===== config.mk =====
export PLATFORM = sky130hd
export DESIGN_NAME = sram_bist_march_ctl
export DESIGN_NICKNAME = d
export VERILOG_FILES = /design/src/rtl/sram_bist_pkg.sv /design/src/rtl/sram_bist_checker.sv /design/src/rtl/sram_bist_march_ctl.sv
export SDC_FILE = /design/constraint.sdc
export NUM_CORES = 1
export LEC_CHECK = 0
export CAP_MARGIN = 20
export CELL_PAD_IN_SITES_DETAIL_PLACEMENT = 1
export CELL_PAD_IN_SITES_GLOBAL_PLACEMENT = 1
export CORE_MARGIN = 1.5
export CORE_UTILIZATION = 31
export DETAILED_ROUTE_END_ITERATION = 10
export PLACE_DENSITY = 0.82
export SLEW_MARGIN = 20
export SYNTH_ARGS = -nofsm -noshare
export SYNTH_HDL_FRONTEND = slang
export SYNTH_SLANG_ARGS = --single-unit

===== constraint.sdc =====
create_clock -name clk -period 2.25 [get_ports clk]
set_input_delay 0.45 -clock clk [delete_from_list [all_inputs] [get_ports clk]]
set_output_delay 0.45 -clock clk [all_outputs]
set_load 0.05 [all_outputs]

===== src/rtl/sram_bist_pkg.sv =====
// sram_bist_pkg: shared BIST types and the March C- op decode used by the SRAM test unit
package sram_bist_pkg;
  typedef enum logic {ZERO_ONE, CHECKER} bist_pattern;
  typedef enum logic [2:0] {E0, E1, E2, E3, E4, E5} march_elem_t;
  typedef enum logic [1:0] {IDLE, RUN, DRAIN, DONE} bist_state_t;
  typedef struct packed {logic rd; logic bg1;} march_op_t;
  function automatic march_op_t op_of(march_elem_t e, logic sub);
    logic two;
    two = e inside {E1, E2, E3, E4};
    return '{rd: two ? !sub : e == E5, bg1: two && ((e == E2 || e == E4) ^ sub)};
  endfunction
endpackage


===== src/rtl/sram_bist_checker.sv =====
// sram_bist_checker: read-tag pipe aligned to SRAM latency, compare, sticky fail and first-fail capture
module sram_bist_checker #(
  parameter int DATA_WIDTH = 32,
  parameter int ADDR_WIDTH = 5,
  parameter int READ_LATENCY = 1
) (
  input  logic                  clk,
  input  logic                  rstb,
  input  logic                  clr,
  input  logic                  rd,
  input  logic [DATA_WIDTH-1:0] exp_data,
  input  logic [ADDR_WIDTH-1:0] addr,
  input  logic [2:0]            elem,
  input  logic [DATA_WIDTH-1:0] dout,
  output logic                  fail,
  output logic [ADDR_WIDTH-1:0] fail_addr,
  output logic [2:0]            fail_elem
);
  typedef struct packed {
    logic                  v;
    logic [DATA_WIDTH-1:0] d;
    logic [ADDR_WIDTH-1:0] a;
    logic [2:0]            e;
  } tag_t;
  tag_t pipe [READ_LATENCY];
  tag_t tail;
  logic miss;
  assign tail = pipe[READ_LATENCY-1];
  assign miss = tail.v && dout != tail.d;
  always_ff @(posedge clk or negedge rstb)
    if (!rstb) begin
      for (int i = 0; i < READ_LATENCY; i++) pipe[i] <= '0;
      fail <= 1'b0;
      fail_addr <= '0;
      fail_elem <= '0;
    end else if (clr) begin
      for (int i = 0; i < READ_LATENCY; i++) pipe[i] <= '0;
      fail <= 1'b0;
      fail_addr <= '0;
      fail_elem <= '0;
    end else begin
      pipe[0] <= {rd, exp_data, addr, elem};
      for (int i = 1; i < READ_LATENCY; i++) pipe[i] <= pipe[i-1];
      if (miss && !fail) begin
        fail <= 1'b1;
        fail_addr <= tail.a;
        fail_elem <= tail.e;
      end
    end
endmodule


===== src/rtl/sram_bist_march_ctl.sv =====
// sram_bist_march_ctl: March C- BIST sequencer driving one SRAM macro and checking its read data
module sram_bist_march_ctl import sram_bist_pkg::*; #(
  parameter int MAX_ADDR = 31,
  parameter int DATA_WIDTH = 32,
  parameter int MASK_WIDTH = 4,
  parameter int READ_LATENCY = 1,
  localparam int ADDR_WIDTH = $clog2(MAX_ADDR + 1)
) (
  input  logic                  clk,
  input  logic                  rstb,
  input  logic                  bist_en,
  input  bist_pattern           bist_pattern_sel,
  output logic                  sram_ce,
  output logic                  sram_we,
  output logic [ADDR_WIDTH-1:0] sram_addr,
  output logic [DATA_WIDTH-1:0] sram_din,
  output logic [MASK_WIDTH-1:0] sram_wmask,
  input  logic [DATA_WIDTH-1:0] sram_dout,
  output logic                  bist_busy,
  output logic                  bist_done,
  output logic                  bist_fail,
  output logic [ADDR_WIDTH-1:0] fail_addr,
  output logic [2:0]            fail_elem
);
  localparam logic [ADDR_WIDTH-1:0] LAST = ADDR_WIDTH'(MAX_ADDR);
  localparam int DCW = $clog2(READ_LATENCY + 1);
  bist_state_t state, state_d;
  march_elem_t elem;
  march_op_t op;
  bist_pattern pat;
  logic sub, down, last_sub, term, last_op, run;
  logic [ADDR_WIDTH-1:0] addr;
  logic [DCW-1:0] drain_cnt;
  logic [DATA_WIDTH-1:0] chk, data, exp_q;
  logic [2:0] elem_q;
  always_comb begin
    op = op_of(elem, sub);
    down = elem inside {E3, E4};
    last_sub = !(elem inside {E1, E2, E3, E4}) || sub;
    term = addr == (down ? '0 : LAST);
    last_op = elem == E5 && term;
    run = state == RUN && bist_en;
    for (int i = 0; i < DATA_WIDTH; i++) chk[i] = i[0];
    data = (pat == CHECKER ? chk ^ {DATA_WIDTH{addr[0]}} : '0) ^ {DATA_WIDTH{op.bg1}};
    state_d = !bist_en ? IDLE
            : state == IDLE ? RUN
            : state == RUN && last_op ? DRAIN
            : state == DRAIN && drain_cnt == DCW'(READ_LATENCY) ? DONE
            : state;
  end
  always_ff @(posedge clk or negedge rstb)
    if (!rstb) state <= IDLE;
    else state <= state_d;
  always_ff @(posedge clk or negedge rstb)
    if (!rstb) begin
      elem <= E0;
      sub <= 1'b0;
      addr <= '0;
      pat <= ZERO_ONE;
      drain_cnt <= '0;
      sram_ce <= 1'b0;
      sram_we <= 1'b0;
      sram_addr <= '0;
      sram_din <= '0;
      sram_wmask <= '0;
      exp_q <= '0;
      elem_q <= '0;
    end else begin
      sram_ce <= run;
      sram_we <= run && !op.rd;
      sram_wmask <= run && !op.rd ? '1 : '0;
      sram_din <= run && !op.rd ? data : '0;
      sram_addr <= run ? addr : sram_addr;
      exp_q <= data;
      elem_q <= elem;
      drain_cnt <= state == DRAIN ? drain_cnt + 1'b1 : '0;
      if (state == IDLE) begin
        elem <= E0;
        sub <= 1'b0;
        addr <= '0;
        pat <= bist_pattern_sel;
      end else if (run) begin
        sub <= !last_sub;
        if (last_sub && term && !last_op) begin
          elem <= march_elem_t'(elem + 3'd1);
          addr <= elem inside {E2, E3} ? LAST : '0;
        end else if (last_sub && !term) addr <= down ? addr - 1'b1 : addr + 1'b1;
      end
    end
  assign bist_busy = state inside {RUN, DRAIN};
  assign bist_done = state == DONE;
  sram_bist_checker #(
    .DATA_WIDTH(DATA_WIDTH),
    .ADDR_WIDTH(ADDR_WIDTH),
    .READ_LATENCY(READ_LATENCY)
  ) u_checker (
    .clk(clk),
    .rstb(rstb),
    .clr(!bist_en),
    .rd(sram_ce && !sram_we),
    .exp_data(exp_q),
    .addr(sram_addr),
    .elem(elem_q),
    .dout(sram_dout),
    .fail(bist_fail),
    .fail_addr(fail_addr),
    .fail_elem(fail_elem)
  );
endmodule


Word level (Yosys, flattened, before mapping)
Index checks and enable logic that the tools add are counted.
{"block": "word_totals", "word_cells": 99, "register_bits": 141, "in_bits": 36, "output_inout_bits": 54}
{"block": "classes", "addsub": 4, "muxes": 28, "reduce_logical": 32, "n_eq_ne": 12, "bitwise_logic": 3}
{"op": "two-way mux 32 bit", "n": 2}
{"op": "two-way mux 5 bit", "n": 9}
{"op": "two-way mux 41 bit", "n": 1}
{"op": "!= test 32 bit", "n": 1}
{"op": "XOR 32 bit", "n": 1}
{"op": "inverter 16 bit", "n": 1}
{"op": "two-way mux 3 bit", "n": 5}
{"op": "logical AND 1 bit", "n": 12}
{"op": "nonzero test 2 bit", "n": 5}
{"op": "logical NOT 1 bit", "n": 8}
{"op": "two-way mux 2 bit", "n": 4}
{"op": "== test 3 x 2 -> 1 bit, second input constant", "n": 2}
{"op": "== test 3 bit, second input constant", "n": 2}
{"op": "two-way mux 1 bit", "n": 6}
{"op": "adder 5 x 1 -> 5 bit, second input constant", "n": 1}
{"op": "== test 5 bit", "n": 1}
{"op": "subtractor 5 x 1 -> 5 bit, second input constant", "n": 1}
{"op": "== test 2 bit, second input constant", "n": 2}
{"op": "two-way mux 4 bit", "n": 1}
{"op": "!= test 4 x 1 -> 1 bit, second input constant", "n": 1}
{"op": "AND reduction 2 bit", "n": 2}
{"op": "nonzero test 4 bit", "n": 1}
{"op": "adder 3 x 1 -> 3 bit, second input constant", "n": 1}
{"op": "== test 3 x 1 -> 1 bit, second input constant", "n": 1}
{"op": "other kinds (7)", "n": 8}

Depth between registers and ports, before layout
Gate-level depths: netlist of run 1.
{"block": "depth", "ltp_word": 10, "depth_mapped": 10}

Modules after synthesis
A second synthesis of run 1 with hierarchy kept.
{"block": "unflattened", "hier_cells": 334, "area_unflattened_um2": 3872.5}
{"module": "sram_bist_checker", "n_inst": 1, "seq_area_each_um2": 1251.2, "cells_per_inst": 167, "area_per_inst_um2": 2105.8}
{"module": "sram_bist_march_ctl", "n_inst": 1, "seq_area_each_um2": 675.6, "cells_per_inst": 167, "area_per_inst_um2": 1766.7}

Least setup slack after synthesis of run 1
OpenSTA, ideal clock, no wires.
{"block": "synth_timing", "path_type": "register to register", "from": "register elem[0]", "to": "register addr[4]", "setup_time_ns": 0.080, "setup_slack_ns": -0.135, "required_time_ns": 2.170, "t_arrival_ns": 2.305, "stages_incl_launch_ff": 11, "n_path_buf": 0, "period_less_slack_ns": 2.385, "path_cell_list": "dfrtp_1 > inv_1 > ha_1 > mux2i_4 > inv_1 > fa_1 > a21o_1 > a21oi_1 > xnor2_1 > a2111o_1 > o211ai_2"}
{"block": "synth_via", "elab_chain_cells": 10, "word_cells_on_any_way": 26}
{"item": "start: declaration", "line": "sram_bist_march_ctl.sv:28", "source": "march_elem_t elem;"}
{"item": "start signal: assignment", "line": "sram_bist_march_ctl.sv:85", "source": "elem <= march_elem_t'(elem + 3'd1);"}
{"item": "== test 3 x 2 -> 1 bit / == test 3 bit (equally long branches)", "line": "sram_bist_march_ctl.sv:38, sram_bist_march_ctl.sv:39, sram_bist_march_ctl.sv:86"}
{"item": "nonzero test 2 bit", "line": "sram_bist_march_ctl.sv:38", "source": "down = elem inside {E3, E4};"}
{"item": "two-way mux 5 bit", "line": "sram_bist_march_ctl.sv:40", "source": "term = addr == (down ? '0 : LAST);"}
{"item": "== test 5 bit", "line": "sram_bist_march_ctl.sv:40"}
{"item": "logical AND 1 bit", "line": "sram_bist_march_ctl.sv:41", "source": "last_op = elem == E5 && term;"}
{"item": "logical NOT 1 bit", "line": "sram_bist_march_ctl.sv:84", "source": "if (last_sub && term && !last_op) begin"}
{"item": "logical AND 1 bit", "line": "sram_bist_march_ctl.sv:84"}
{"item": "two-way mux 5 bit", "line": "sram_bist_march_ctl.sv:84"}
{"item": "two-way mux 5 bit", "line": "sram_bist_march_ctl.sv:82", "source": "end else if (run) begin"}
{"item": "two-way mux 5 bit", "line": "sram_bist_march_ctl.sv:77", "source": "if (state == IDLE) begin"}
{"item": "end signal: assignment", "line": "sram_bist_march_ctl.sv:86", "source": "addr <= elem inside {E2, E3} ? LAST : '0;"}
{"item": "end signal: assignment", "line": "sram_bist_march_ctl.sv:87", "source": "end else if (last_sub && !term) addr <= down ? addr - 1'b1 : addr + 1'b1;"}
{"item": "end: declaration", "line": "sram_bist_march_ctl.sv:32", "source": "logic [ADDR_WIDTH-1:0] addr;"}
Several ways; a longest one is shown, not always the timed one. The select of a mux whose other input is x is not followed.
A chain may end at the register's enable or synchronous reset.

Worst setup path in the final report of run 1
{"block": "layout_timing", "from": "register elem[0]", "to": "register elem[1]"}
{"block": "layout_via", "elab_chain_cells": 9, "word_cells_on_any_way": 21}
{"item": "== test 3 x 2 -> 1 bit / == test 3 bit (equally long branches)", "line": "sram_bist_march_ctl.sv:38, sram_bist_march_ctl.sv:39"}
{"item": "nonzero test 2 bit", "line": "sram_bist_march_ctl.sv:38"}
{"item": "two-way mux 5 bit", "line": "sram_bist_march_ctl.sv:40"}
{"item": "== test 5 bit", "line": "sram_bist_march_ctl.sv:40"}
{"item": "logical AND 1 bit", "line": "sram_bist_march_ctl.sv:41"}
{"item": "logical NOT 1 bit", "line": "sram_bist_march_ctl.sv:84"}
{"item": "logical AND 1 bit", "line": "sram_bist_march_ctl.sv:84"}
{"item": "nonzero test 2 bit (no source line)"}
{"item": "AND reduction 2 bit (no source line)"}
Several ways; a longest one is shown, not always the timed one. The select of a mux whose other input is x is not followed.

==> results of run 1 <==
-- kinds of logic (layout without fill, tap and decap cells) --
kind of cell,Yosys count,after routing
and+or+nand+nor,88,88
muxes,17,17
AOI/OAI and AO/OA,35,35
xor gates and xnor gates,6,6
adders and majority gates,14,14
buffers and inverters,49,131
DFF,47,47
-- flip-flops by register name, summed over array words and instances (netlist names), 2 cells and up --
name and count:
addr 5, elem 3, u_checker.pipe 11, exp_q 2, sram_din 2, u_checker.fail_addr 5, elem_q 3, state 2
sram_addr 5, u_checker.fail_elem 3
-- worst max-delay path: stages (launching register included) --
cell     delay (ns)
dfrtp_1        0.41
ha_2           0.22
mux2i_4        0.18
inv_4          0.09
ha_4           0.30
nand4_1        0.18
nor4_4         0.33
buf_4          0.18
mux2i_1        0.18
nor2_1         0.05
-- cells in the mapped netlist, types with 3 or more instances --
cell	count
nand3_1	5
o2bb2ai_1	4
nor4_1	4
xnor2_1	5
nor3_1	8
a21oi_1	7
nand2_1	27
nor2b_1	5
a31oi_1	4
dfrtp_1	47
nand4_1	5
buf_4	34
ha_1	13
mux2i_1	10
mux2_2	5
clkbuf_1	3
and2_1	12
inv_1	10
nor2_1	13
-- placed cells by master, fill, tap and decap left out, types with 3 or more instances in the layout --
cell type	synthesis	layout
nor4_1	4	4
mux2i_1	10	10
clkdlybuf4s50_1	0	55
nand3_1	5	5
nand2_1	27	27
and2_1	12	11
buf_4	34	40
dlymetal6s2s_1	0	10
ha_1	13	8
nor2_2	0	3
a21oi_1	7	6
dfrtp_1	47	47
a31oi_1	4	4
inv_1	10	7
ha_4	0	4
dlygate4sd2_1	0	6
clkbuf_8	0	5
xnor2_1	5	5
nand4_1	5	5
nor2_1	13	10
nor3_1	8	8
mux2_2	5	5
nor2b_1	5	4
-- how the worst min path moves through the flow --
| stage | startpoint | endpoint | cells past startpoint |
|---|---|---|---|
| floorplan | rstb | addr[0] | 0 |
| global placement | rstb | elem[1] | 1 |
| detailed placement | exp_q[30] | u_checker.pipe[32] | 1 |
| CTS | rstb | elem[0] | 1 |
| global route | rstb | elem[0] | 1 |
| finish | rstb | elem[0] | 1 |
-- timing repair --
| item | in CTS | in global routing |
|---|---|---|
| setup buffers | 2 | 6 |
| hold buffers | 0 | 0 |
| setup endpoints to repair | 21 | 19 |
| cloned | 0 | 0 |
| resized for setup | 9 | 25 |
| pin swaps | 2 | 13 |
-- where the power goes --
part | leakage (nW) | internal (mW) | switching [mW] | total, mW
combinational | 1.13 | 0.134 | 0.195 | 0.329
clock | 0.0581 | 0.331 | 0.302 | 0.633
sequential | 0.646 | 0.862 | 0.0200 | 0.882
total | 1.83 | 1.33 | 0.517 | 1.84
-- through the flow --
stage / util (%) / worst slack [ns]
final: 45.7 / 0.00919
after global routing: 45.7 / -0.125
after CTS: 43.9 / 0.000136
after detailed placement: 42.2 / -0.0122
after global placement: 42.2 / 0.0736
after floorplan: - / 0.0146
-- layout make-up --
| class | instances | area share (%) |
|---|---|---|
| clock buffers | 5 | 1.82 |
| clock inverters | 3 | 1.16 |
| inverters | 10 | 1.06 |
| multi-input cells | 160 | 33.9 |
| flip-flops and latches | 47 | 31.0 |
| well taps | 105 | 3.47 |
| repair buffers | 113 | 27.6 |
-- metal layers --
layer | vias up | GRT usage, %
met5 | - | 0
met4 | 0 | 4.78
met3 | 9 | 3.63
met2 | 59 | 27.9
met1 | 1020 | 15.2
li1 | 1011 | -
==> impl_metrics.ini, run 1 <==
[worst_setup_path]
cp_data_arrival_time_ns = 2.44
r2r-start = elem[0]
r2r-end = elem[1]
r2r_slack_ns = 0.009
cp-start-kind = flop
end_kind = flop
crit_fanout = 5
cp-startpoint = elem[0]
r2r_cells = 9
required_ns = 2.45
endpoint = elem[1]
critPathKind = reg -> reg

[finish]
nFillCells = 909
nets = 387
final_cells = 443
synthToLayoutAreaGrowth_pct = 41.3
multi_input_area_um2 = 1280
drive_above_1_share_pct = 24.0
fin_area_um2 = 3790
antennaDiodeCount = 0
regArea_um2 = 1180

[floorplan]
dieArea_um2 = 9220
die_h_um = 96
coreArea_um2 = 8300
die_w_um = 96
start_util_pct = 32.3
rows = 33
pin_count = 90

[route]
vias_per_cell = 4.74
m1WireLength_mm = 2.64
drt_pass1_iterations = 4
drtAntennaViolNets = 0
drtIter0Drc = 58
top_layer = met4
wirelength_mm = 7.00
vias = 2099
drc = 0
wl_met2_mm = 3.77
dr_wl_met3_um = 474
wl_per_cell_um = 15.8

[sta]
fmax_mhz = 446
slew_headroom_pct = 63.5
layout_min_cycle_time_ns = 2.24
rsz0062_at_grt = true
fin_worst_skew_ns = 0.00881
hold-worst-slack_ns = 0.0882
worst_pin_slew_ns = 0.545
fin_tns_setup_ns = 0
setup_violations = 0
finalCritPeriodShare_pct = 99.6
finalHoldViolations = 0
maxSlewViolCount = 0

[clock_tree]
cts-root-buf = clkbuf_8
cts_sinks = 47
numCtsBuffers = 5
cts_tree = done
insertion_delay_ns = 0.31
htreeDepth = 2
clk_pin_slew_ns = 0.09
clk_path_buf_depth = 2

[synthesis]
synthSimpleGateAreaFrac_pct = 17.8
ys_seq_area_share_pct = 43.9
yosysTopAreaCell = dfrtp_1
synth_fp_nets = 306
synth_top_family_by_area = simple AND/OR/NAND/NOR gates
synth_top_area_share_pct = 43.9
ys_types = 46
synth_edf_count = 0
synth_compound_area_share_pct = 10.1
ys.flop_type = dfrtp_1
synthMuxAreaShare_pct = 7.51
synthArstFlopShare_pct = 100
synth_xor_area_share_pct = 1.96
ys_ff_latch = 47
synthAdderAreaFrac_pct = 6.81
netlist_area_um2 = 2680
syn_area_per_cell_um2 = 10.5
synth_cells = 256
ys_warn_count = 0
synth_area_leaders = dfrtp_1 44%, buf_4 9.5%, ha_1 6.1%, nand2_1 3.8%, mux2i_1 3.7%

[global_routing]
grt_pass1_wl_mm = 10.1
grt_max_degree = 31
grt_pass1_vias = 2130
overflow = 0
antenna_found_initial = 0
track_usage_pct = 14.5

[power_and_ir_drop]
p_total_mw = 1.84
peakVddDrop_v = 0.000194
leakage_nw = 1.83
power.density_nw_per_um2 = 487

[placed_design]
gp_congestion = 0.827
numPortBuffers = 89
place_inst = 427
dp_hpwl_mm = 5.08
place_area_um2 = 3500

[run_status]
status = finished clean

[job]
maxCapViolations = 0

[min_path]
hold_class = in -> async
(Power assumes the default switching activity.)
==> run 2, diff against run 1 <==
--- a/config.mk
+++ b/config.mk
@@ -8,6 +8,7 @@
 export CAP_MARGIN = 20
 export CELL_PAD_IN_SITES_DETAIL_PLACEMENT = 1
 export CELL_PAD_IN_SITES_GLOBAL_PLACEMENT = 1
+export CORE_ASPECT_RATIO = 0.7
 export CORE_MARGIN = 1.5
 export CORE_UTILIZATION = 31
 export DETAILED_ROUTE_END_ITERATION = 10
==> run 2 against run 1 <==
Net effect:
- the run now ends with negative setup slack left
- clock-buffer cell count did not move
- hold slack improved by 0.073 ns
- die area is 0.10% higher
- cell area rose by 2.0%
- cell count rose by 0.45%
- first-iteration DRC count up 36%
- via count grew 2.2%
- critical endpoint unchanged
- largest power group unchanged
- highest routed layer unchanged
==> impl_metrics.ini, run 2 (synthesized netlist as in run 1, its figures left out) <==
[run_status]
status = finished with violations
violations = negative setup slack

[clock_tree]
cts_sinks = 47
cts_tree = done
cts-root-buf = clkbuf_16
clk_path_buf_depth = 2
clk_pin_slew_ns = 0.07
htreeDepth = 2
numCtsBuffers = 5
insertion_delay_ns = 0.29

[finish]
fin_area_um2 = 3870
drive_above_1_share_pct = 24.1
final_cell_mix = 55 x clkdlybuf4s50_1, 47 x dfrtp_1, 42 x buf_4
antennaDiodeCount = 0
synthToLayoutAreaGrowth_pct = 44.2
final_util_pct = 46.0
final_cells = 445
final_common_cell = clkdlybuf4s50_1
regMostFlops = u_checker.pipe
largest_reg_flops = 11
nFillCells = 925
nets = 389

[floorplan]
die_w_um = 114
coreArea_um2 = 8410
dieArea_um2 = 9230
pin_count = 90
start_util_pct = 31.9
rows = 28
die_h_um = 80.8

[sta]
setup_violations = 8
worst_pin_slew_ns = 0.597
finalHoldViolations = 0
fin_worst_skew_ns = 0.00576
fin_tns_setup_ns = -0.498
fmax_mhz = 426
hold-worst-slack_ns = 0.161
layout_min_cycle_time_ns = 2.35
finalCritPeriodShare_pct = 104
maxSlewViolCount = 0
slew_headroom_pct = 60.2
rsz0062_at_grt = true
worst_slack_ns = -0.0964

[worst_setup_path]
crit_fanout = 5
required_ns = 2.42
end_kind = flop
cp_data_arrival_time_ns = 2.52
critPathKind = reg -> reg
cp-start-kind = flop

[power_and_ir_drop]
peakVddDrop_v = 0.000308
p_clk_share_pct = 41.8
cellInternalPower_mw = 1.52
power_frac_seq_pct = 42.4
power.switching_uw = 561
leakage_nw = 1.85
switching_share_pct = 26.9
pwr-share-comb_pct = 15.8
power.density_nw_per_um2 = 539

[route]
drt_pass1_iterations = 4
wirelength_mm = 7.50
drc = 0
wl_per_cell_um = 16.9
vias_per_cell = 4.82
drtAntennaViolNets = 0
vias = 2146
drtIter0Drc = 79

[global_routing]
antenna_found_initial = 0
top_usage_layer = met2
overflow = 0
grt_pass1_vias = 2195
grt_max_degree = 31
grt_pass1_wl_mm = 11.0
met2_usage_pct = 28.3
use_met3_pct = 3.43
use_met1_pct = 18.8
track_usage_pct = 15.7

[placed_design]
numPortBuffers = 89
place_inst = 426
dp_hpwl_mm = 5.27
gp_congestion = 0.837
place_area_um2 = 3490

[min_path]
hold_class = in -> async

[job]
maxCapViolations = 0
run 2: power by group through the flow:
stage	logic, mW	registers (mW)	clock network, mW
final	0.329	0.883	0.871
after detailed placement	0.332	0.900	0
after global routing	0.349	0.886	0.930
after global placement	0.325	0.898	0
after CTS	0.332	0.884	0.888
after floorplan	0.174	0.916	0
run 2: path summary, 6_finish.rpt:
path	startpoint	endpoint	slack, ns	cells past startpoint
max	elem[1]	elem[1]	-0.1	8
min	rstb	pat	0.16	1
max reg2reg	elem[1]	elem[1]	-0.1	8
min reg2reg	elem_q[2]	u_checker.pipe[2]	0.46	1
max in group asynchronous	rstb	u_checker.fail_elem[1]	1.49	2
min in group clk	elem_q[2]	u_checker.pipe[2]	0.46	1
run 2: worst max-delay path, stage by stage, from the launching register on:
cell,delay (ns)
dfrtp_1,0.42
ha_2,0.22
mux2i_4,0.18
inv_4,0.11
ha_4,0.31
nand4_1,0.23
nor4_4,0.46
mux2i_1,0.23
nor2_1,0.06
run 2: final cells by class:
type,instances,area (µm²),share of cell area [%]
Timing Repair Buffer,115,1060,27.4
Tap cell,105,131,3.40
Multi-Input combinational cell,160,1290,33.3
Inverter,10,40.0,1.04
Clock inverter,3,46.3,1.20
Sequential cell,47,1180,30.4
Clock buffer,5,125,3.24
run 2: timing repair:
item	CTS	global route
gates resized for setup	11	23
setup buffers	5	6
endpoints found under the setup margin	23	19
pin swaps	3	13
hold buffers	0	0
run 2: routing by layer:
layer / routed length [µm] / share of wire (%)
met5: 0 / 0
met4: 105 / 1.4
met3: 269 / 3.6
met2: 3850 / 51
met1: 3280 / 44
run 2: through the flow:
step	worst slack, ns	power [mW]
after floorplan	0.0146	1.09
after global placement	0.0497	1.22
after detailed placement	-0.0629	1.23
after CTS	0.00364	2.10
after global routing	-0.189	2.17
final	-0.0964	2.08
